===== src/rtl/multicycle_ctrl.sv =====
// Multicycle MIPS sequencer: walks a shared-ALU/shared-memory datapath through FETCH/DECODE/EXEC/MEM/WB.
// Control outputs decode from the state register; memory waits are counted and a hung access traps in FAULT.
module multicycle_ctrl #(
  parameter int unsigned WAIT_TIMEOUT = 15,
  parameter int unsigned CNT_W        = 4
) (
  input  logic       clk,
  input  logic       rst,
  input  logic [5:0] opcode,
  input  logic       zero,
  input  logic       memReady,
  output logic       pcEn,
  output logic       iorD,
  output logic       memRead,
  output logic       memWrite,
  output logic       irWrite,
  output logic       regDst,
  output logic       memToReg,
  output logic       regWrite,
  output logic       aluSrcA,
  output logic [1:0] aluSrcB,
  output logic [1:0] aluOp,
  output logic       pcSrc,
  output logic       instrDone,
  output logic       illegal,
  output logic       fault
);

  typedef enum logic [3:0] {
    S_IDLE   = 4'd0,
    S_FETCH  = 4'd1,
    S_DECODE = 4'd2,
    S_MEMADR = 4'd3,
    S_MEMRD  = 4'd4,
    S_MEMWB  = 4'd5,
    S_MEMWR  = 4'd6,
    S_EXEC   = 4'd7,
    S_ALUWB  = 4'd8,
    S_BRANCH = 4'd9,
    S_ADDIEX = 4'd10,
    S_ADDIWB = 4'd11,
    S_FAULT  = 4'd12
  } state_e;

  localparam logic [5:0] OP_RTYPE = 6'b000000;
  localparam logic [5:0] OP_LW    = 6'b100011;
  localparam logic [5:0] OP_SW    = 6'b101011;
  localparam logic [5:0] OP_BEQ   = 6'b000100;
  localparam logic [5:0] OP_ADDI  = 6'b001000;

  localparam logic [CNT_W-1:0] TIMEOUT_VAL = CNT_W'(WAIT_TIMEOUT);
  localparam logic [CNT_W-1:0] CNT_MAX     = '1;
  localparam logic [CNT_W-1:0] CNT_ONE     = CNT_W'(1);
  localparam bit               TIMEOUT_EN  = (WAIT_TIMEOUT != 0);

  state_e           state_q, state_d;
  logic [CNT_W-1:0] wait_cnt_q, wait_cnt_d;
  logic             in_mem;
  logic             mem_stall;
  logic             timeout_hit;

  assign in_mem      = (state_q == S_FETCH) || (state_q == S_MEMRD) || (state_q == S_MEMWR);
  assign mem_stall   = in_mem && !memReady;
  // A ready response on the timeout cycle still completes the access normally.
  assign timeout_hit = TIMEOUT_EN && mem_stall && (wait_cnt_q == TIMEOUT_VAL);

  always_comb begin
    state_d = state_q;
    case (state_q)
      S_IDLE:   state_d = S_FETCH;
      S_FETCH:  if (memReady) state_d = S_DECODE;
      S_DECODE: begin
        case (opcode)
          OP_RTYPE:     state_d = S_EXEC;
          OP_LW, OP_SW: state_d = S_MEMADR;
          OP_BEQ:       state_d = S_BRANCH;
          OP_ADDI:      state_d = S_ADDIEX;
          default:      state_d = S_FETCH;
        endcase
      end
      S_MEMADR: state_d = (opcode == OP_LW) ? S_MEMRD : S_MEMWR;
      S_MEMRD:  if (memReady) state_d = S_MEMWB;
      S_MEMWB:  state_d = S_FETCH;
      S_MEMWR:  if (memReady) state_d = S_FETCH;
      S_EXEC:   state_d = S_ALUWB;
      S_ALUWB:  state_d = S_FETCH;
      S_BRANCH: state_d = S_FETCH;
      S_ADDIEX: state_d = S_ADDIWB;
      S_ADDIWB: state_d = S_FETCH;
      S_FAULT:  state_d = S_FAULT;
      default:  state_d = S_IDLE;
    endcase
    if (timeout_hit) state_d = S_FAULT;
  end

  // Every path into a memory state leaves with memReady=1 or via FAULT, so the
  // count is already zero on entry; it only grows while a memory state stalls.
  always_comb begin
    wait_cnt_d = '0;
    if (mem_stall) begin
      wait_cnt_d = (wait_cnt_q == CNT_MAX) ? wait_cnt_q : wait_cnt_q + CNT_ONE;
    end
  end

  always_ff @(posedge clk) begin
    if (rst) begin
      state_q    <= S_IDLE;
      wait_cnt_q <= '0;
    end else begin
      state_q    <= state_d;
      wait_cnt_q <= wait_cnt_d;
    end
  end

  // Reset gates every output so an in-flight memory request drops immediately.
  always_comb begin
    pcEn      = 1'b0;
    iorD      = 1'b0;
    memRead   = 1'b0;
    memWrite  = 1'b0;
    irWrite   = 1'b0;
    regDst    = 1'b0;
    memToReg  = 1'b0;
    regWrite  = 1'b0;
    aluSrcA   = 1'b0;
    aluSrcB   = 2'b00;
    aluOp     = 2'b00;
    pcSrc     = 1'b0;
    instrDone = 1'b0;
    illegal   = 1'b0;
    fault     = 1'b0;
    if (!rst) begin
      case (state_q)
        S_FETCH: begin
          memRead = 1'b1;
          aluSrcB = 2'b01;
          irWrite = memReady;
          pcEn    = memReady;
        end
        S_DECODE: begin
          aluSrcB = 2'b11;
          illegal = !((opcode == OP_RTYPE) || (opcode == OP_LW) || (opcode == OP_SW) ||
                      (opcode == OP_BEQ) || (opcode == OP_ADDI));
        end
        S_MEMADR: begin
          aluSrcA = 1'b1;
          aluSrcB = 2'b10;
        end
        S_MEMRD: begin
          iorD    = 1'b1;
          memRead = 1'b1;
        end
        S_MEMWB: begin
          memToReg  = 1'b1;
          regWrite  = 1'b1;
          instrDone = 1'b1;
        end
        S_MEMWR: begin
          iorD      = 1'b1;
          memWrite  = 1'b1;
          instrDone = memReady;
        end
        S_EXEC: begin
          aluSrcA = 1'b1;
          aluOp   = 2'b10;
        end
        S_ALUWB: begin
          regDst    = 1'b1;
          regWrite  = 1'b1;
          instrDone = 1'b1;
        end
        S_BRANCH: begin
          aluSrcA   = 1'b1;
          aluOp     = 2'b01;
          pcSrc     = 1'b1;
          pcEn      = zero;
          instrDone = 1'b1;
        end
        S_ADDIEX: begin
          aluSrcA = 1'b1;
          aluSrcB = 2'b10;
        end
        S_ADDIWB: begin
          regWrite  = 1'b1;
          instrDone = 1'b1;
        end
        S_FAULT:  fault = 1'b1;
        default:  ;
      endcase
    end
  end

endmodule

===== config.mk =====
export PLATFORM = sky130hd
export DESIGN_NAME = multicycle_ctrl
export DESIGN_NICKNAME = d
export VERILOG_FILES = /design/src/rtl/multicycle_ctrl.sv
export SDC_FILE = /design/constraint.sdc
export NUM_CORES = 1
export LEC_CHECK = 0
export ABC_CLOCK_PERIOD_IN_PS = 4200
export CAP_MARGIN = 25
export CORE_MARGIN = 2
export CORE_UTILIZATION = 48
export CTS_BUF_LIST = sky130_fd_sc_hd__clkbuf_16
export DETAILED_ROUTE_END_ITERATION = 10
export GPL_ROUTABILITY_DRIVEN = 1
export GPL_TIMING_DRIVEN = 0
export PLACE_DENSITY_LB_ADDON = 0.15
export SYNTH_ARGS = -nofsm -noshare
export SYNTH_HDL_FRONTEND = slang
export SYNTH_SLANG_ARGS = --single-unit

===== constraint.sdc =====
create_clock -name clk -period 4.2 [get_ports clk]
set_clock_uncertainty 0.2 [all_clocks]
set_input_delay 0.84 -clock clk [delete_from_list [all_inputs] [get_ports clk]]
set_output_delay 0.84 -clock clk [all_outputs]
set_load 0.02 [all_outputs]

==> results of run 1 <==
## state kept, by name (all words and copies together) (netlist names)
name        cells
state_q         4
wait_cnt_q      4
## power by group through the flow
stage               registers [mW]  logic (mW)  clock network, mW
CTS                         0.0819      0.0804              0.157
global route                0.0823      0.0891              0.162
global placement            0.0829      0.0784                  0
detailed placement          0.0831      0.0795                  0
finish                      0.0820      0.0813              0.156
floorplan                   0.0823      0.0506                  0
## worst max-delay path: stages
cell,delay [ns]
clkdlybuf4s50_1,0.53
clkbuf_1,0.29
nor4b_1,0.35
clkdlybuf4s50_1,0.65
## cell type report
class | instances | area [µm²]
fill | 125 | 394.1
tap | 16 | 20.02
clock buffer | 3 | 75.07
timing repair buffer | 25 | 250.2
multi-input combinational | 100 | 604.3
buffer | 11 | 55.05
sequential | 8 | 160.2
## cells by family after synthesis
logic type,after synthesis,synth area share (%)
buffers and inverters,11,6.716
xor gates and xnor gates,3,3.207
DFF,8,19.54
and+or+nand+nor,68,43.51
muxes,3,3.817
AOI/OAI and AO/OA,25,21.68
adders and majority gates,1,1.526
## synth_stat cells, types with 2 or more instances
| master | number | area share (%) |
|---|---|---|
| nor3_1 | 4 | 2.4 |
| nor3b_1 | 4 | 3.7 |
| xnor2_1 | 3 | 3.2 |
| nand2b_1 | 4 | 3.1 |
| mux2i_1 | 2 | 2.4 |
| nand2_1 | 9 | 4.1 |
| a31oi_1 | 4 | 3.1 |
| nand3_1 | 3 | 1.8 |
| nor4b_1 | 2 | 2.1 |
| nor2b_1 | 8 | 6.1 |
| nor4_1 | 3 | 2.3 |
| dfxtp_1 | 8 | 20 |
| a21o_1 | 2 | 1.8 |
| buf_4 | 2 | 1.8 |
| clkbuf_1 | 4 | 1.8 |
| nand4_1 | 3 | 2.3 |
| a211oi_1 | 2 | 1.8 |
| a22oi_1 | 2 | 1.8 |
| o21ai_0 | 5 | 3.1 |
| buf_2 | 5 | 3.1 |
| nor2_1 | 22 | 10 |
| a21oi_1 | 2 | 1.2 |
## stage by stage
| stage | cell area (µm²) | std cells | hold WS [ns] | power, mW | utilization, % |
|---|---|---|---|---|---|
| 6_report | 1165 | 163 | 0.3022 | 0.3191 | 74.72 |
| 5_1_grt | 1165 | 163 | 0.3452 | 0.3331 | 74.72 |
| 4_1_cts | 1165 | 163 | 0.3014 | 0.3195 | 74.72 |
| 3_5_place_dp | 1090 | 160 | 0.2882 | 0.1626 | 69.90 |
| 3_3_place_gp | 1090 | 160 | 0.2781 | 0.1613 | 69.90 |
| 2_1_floorplan | 819.5 | 119 | 0.2610 | 0.1329 | - |
## final timing paths
kind                                   start  cells after the start                         end
hold reg to reg   wait_cnt_q[3]$_SDFFE_PP0P_                      1  wait_cnt_q[3]$_SDFFE_PP0P_
hold / removal    wait_cnt_q[3]$_SDFFE_PP0P_                      1  wait_cnt_q[3]$_SDFFE_PP0P_
setup / recovery                         rst                      4                     illegal
setup reg to reg  wait_cnt_q[0]$_SDFFE_PP0P_                      4     state_q[1]$_SDFFE_PP0P_
## per-layer routing
layer	vias up	track usage [%]
met5	-	0
met4	0	4.706
met3	0	4.800
met2	45	39.43
met1	448	36.71
li1	491	-
==> impl_metrics.ini, run 1 <==
[outcome]
outcome = finished, final reports clean

[sta]
finalHoldViolCount = 0
finalMaxSlewViolations = 0
rsz0062_at_grt = false
finalCritPeriodShare_pct = 88.25
slew_headroom_pct = 69.31
worst_slew_pin_slew_ns = 0.4561
fmax_mhz = 269.8
finalSetupViolCount = 0
fin_crit_ns = 3.706
setup_ws_ns = 0.4937
tns_ns = 0

[grt]
antenna_found_initial = 0
grt_overflow = 0
grt.total_usage_pct = 25.43
grt_pass1_vias = 933
grt_pass1_wl_um = 3933
grt_max_degree = 11

[clocking]
cts_hold_buffers = 0
cts_root_buf = clkbuf_16
clkTransAtPathRegs_ns = 0.04
cts_tree = built
cts_buffers = 3
htree_levels = 1
insertion_delay_ns = 0.23
cts_post_setup_buffers_inserted = 0
cts_buffer_depth = 2
clkSinkCount = 8
cts.repair.resized = 0

[routing]
postRouteAntennaNets = 0
drt-pass1-iter-count = 4
met3WireLength_um = 156
wl_um = 2298
viasPerCell = 6.037
drt-initial-drc-count = 22
wl_met2_um = 1091
vias = 984
met1Wirelength_um = 1051
wl_per_cell_um = 14.10
drcViolationCount = 0
top_layer_used = met3

[logic_synthesis]
synth-seq-area-share_pct = 19.54
synth.distinct_cells = 38
synth_edf_count = 0
synth_nets = 130
syn_avg_cell_area_um2 = 6.887
synth-main-ff-cell = dfxtp_1
netlist_instances = 119
ys_seq_elements = 8
synthArstFlopShare_pct = 0
synth_area_um2 = 819.5
yosysWarningCount = 0

[power]
ir_drop_v = 0.0005609
power_switching_share_pct = 25.31
p_switching_mw = 0.08074
seqPwrFrac_pct = 25.7
p_clk_share_pct = 48.8
p_per_area_nw_per_um2 = 273.9
p_leak_nw = 0.4196
p_int_mw = 0.2383
combinationalPowerShare_pct = 25.5

[floorplanning]
fp.dieH_um = 45.32
row_count = 14
die_w_um = 45.32
start_util_pct = 52.57
core_area_um2 = 1559
ios = 27
die_area_um2 = 2054

[worst_setup_path]
worstSetupEndpointType = output port
r2r_setup_slack_ns = 2.55
startpoint_type = input port
worstPathRequired_ns = 3.16
cp_max_fo = 10
worstPathArrival_ns = 2.67
crit_type = input port to output port

[placed_design]
place.gp.congestion = 0.8515
place_ws_ns = 0.5286
hpwlAfterDp_um = 1673
port_buffers = 25

[finish]
drive_gt1_share_pct = 8.163
final_cell_mix = clkdlybuf4s50_1, nor2_1, nand2_1, nor2b_1, dfxtp_1
final_common_cell = clkdlybuf4s50_1
n_antenna_cell = 0
syn2layout_area_growth_pct = 42.14
nets = 160

[job]
max_cap_violations = 0

[worst_hold_path]
hold_class = register to register
(Power assumes the default switching activity.)
==> run 2: changes to the inputs <==
- CAP_MARGIN: 25 -> not set
- GPL_TIMING_DRIVEN: 0 -> not set
==> impl_metrics.ini, run 2 (synthesis results as in run 1) <==
[outcome]
outcome = finished, final reports clean

[finish]
final_cells = 154
top_regs = state_q (4), wait_cnt_q (4)
nets = 151
drive_gt1_share_pct = 4.348
fin_util_pct = 72.31
final_cell_mix = clkdlybuf4s50_1, nor2_1, nand2_1, nor2b_1, dfxtp_1
syn2layout_area_growth_pct = 37.56
n_antenna_cell = 0
final_area_um2 = 1127
final_common_cell = clkdlybuf4s50_1

[clocking]
cts_buffers = 3
cts.repair.resized = 0
cts_post_setup_buffers_inserted = 0
cts_root_buf = clkbuf_16
clkTransAtPathRegs_ns = 0.04
cts_hold_buffers = 0
cts_buffer_depth = 2
clkSinkCount = 8
htree_levels = 1
insertion_delay_ns = 0.23
cts_tree = built

[power]
ir_drop_v = 0.0005438
p_per_area_nw_per_um2 = 278.1
finalPower_mw = 0.3135
p_leak_nw = 0.3885

[placed_design]
dpl-instance-area_um2 = 1052
dp.cells = 151
hpwlAfterDp_um = 1457
place.gp.congestion = 0.7413
port_buffers = 26
place_ws_ns = 0.6286

[floorplanning]
ios = 27
start_util_pct = 52.57
row_count = 14
core_area_um2 = 1559
die_area_um2 = 2054
fp.dieH_um = 45.32
die_w_um = 45.32

[worst_setup_path]
worstPathRequired_ns = 3.16
cpPeakStageDelay_ns = 0.60
critical_path.slowest_cell = clkdlybuf4s50_1
crit_type = input port to output port
startpoint_type = input port
worstSetupEndpointType = output port
cp_num_buf_inv = 2
worstPathCellList = clkdlybuf4s50_1 -> nor4_1 -> a21o_1 -> clkdlybuf4s50_1
cpMostUsedCell = clkdlybuf4s50_1
cp_max_fo = 6
cp_top_family = buffers and inverters
worstPathArrival_ns = 2.52

[sta]
slew_headroom_pct = 53.49
rsz0062_at_grt = false
finalHoldViolCount = 0
fin_crit_ns = 3.563
hold_ws_ns = 0.2948
worst_slew_pin_slew_ns = 0.6967
finalMaxSlewViolations = 0
tns_ns = 0
setup_ws_ns = 0.6374
finalSetupViolCount = 0
fmax_mhz = 280.7
finalCritPeriodShare_pct = 84.82

[grt]
grt_pass1_vias = 790
grt.total_usage_pct = 21.20
grt_pass1_wl_um = 3277
grt_overflow = 0
antenna_found_initial = 0
grt_max_degree = 24

[routing]
wl_per_cell_um = 12.94
wl_um = 1992
drt-initial-drc-count = 8
postRouteAntennaNets = 0
drcViolationCount = 0
vias = 926
viasPerCell = 6.013
drt-pass1-iter-count = 4

[job]
max_cap_violations = 0

[worst_hold_path]
hold_class = register to register
[run 2: cell types whose count changed in the layout (fill, tap and decap cells not counted)]
cell             previous run  this run
clkdlybuf4s50_1            25        26
clkbuf_1                    4         0
buf_4                       2         1
buf_2                       5         0
[run 2: final cells by class]
| cell class | count | area, µm² |
|---|---|---|
| multi-input combinational | 100 | 604.3 |
| fill | 127 | 431.7 |
| timing repair buffer | 27 | 267.8 |
| sequential | 8 | 160.2 |
| clock buffer | 3 | 75.07 |
| tap | 16 | 20.02 |
[run 2: path summary, 6_finish.rpt]
check                        startpoint                    endpoint  slack, ns  depth (start not counted)
max                                 rst                        pcEn       0.64                          4
max reg2reg     state_q[2]$_SDFFE_PP0P_  wait_cnt_q[2]$_SDFFE_PP0P_       2.25                          4
min          wait_cnt_q[3]$_SDFFE_PP0P_  wait_cnt_q[3]$_SDFFE_PP0P_       0.29                          1
min reg2reg  wait_cnt_q[3]$_SDFFE_PP0P_  wait_cnt_q[3]$_SDFFE_PP0P_       0.29                          1
[run 2: where the power goes]
group          switching [mW]  internal [mW]
registers              0.0127         0.0794
logic                  0.0312         0.0344
clock network          0.0334          0.122
total                  0.0773          0.236
[run 2: metal layers]
layer	routed length [µm]	global-route usage (%)	vias to the layer above
met5	0	0	-
met4	0	1.765	0
met3	99	5.200	0
met2	924	36.86	22
met1	968	27.43	429
li1	-	-	475
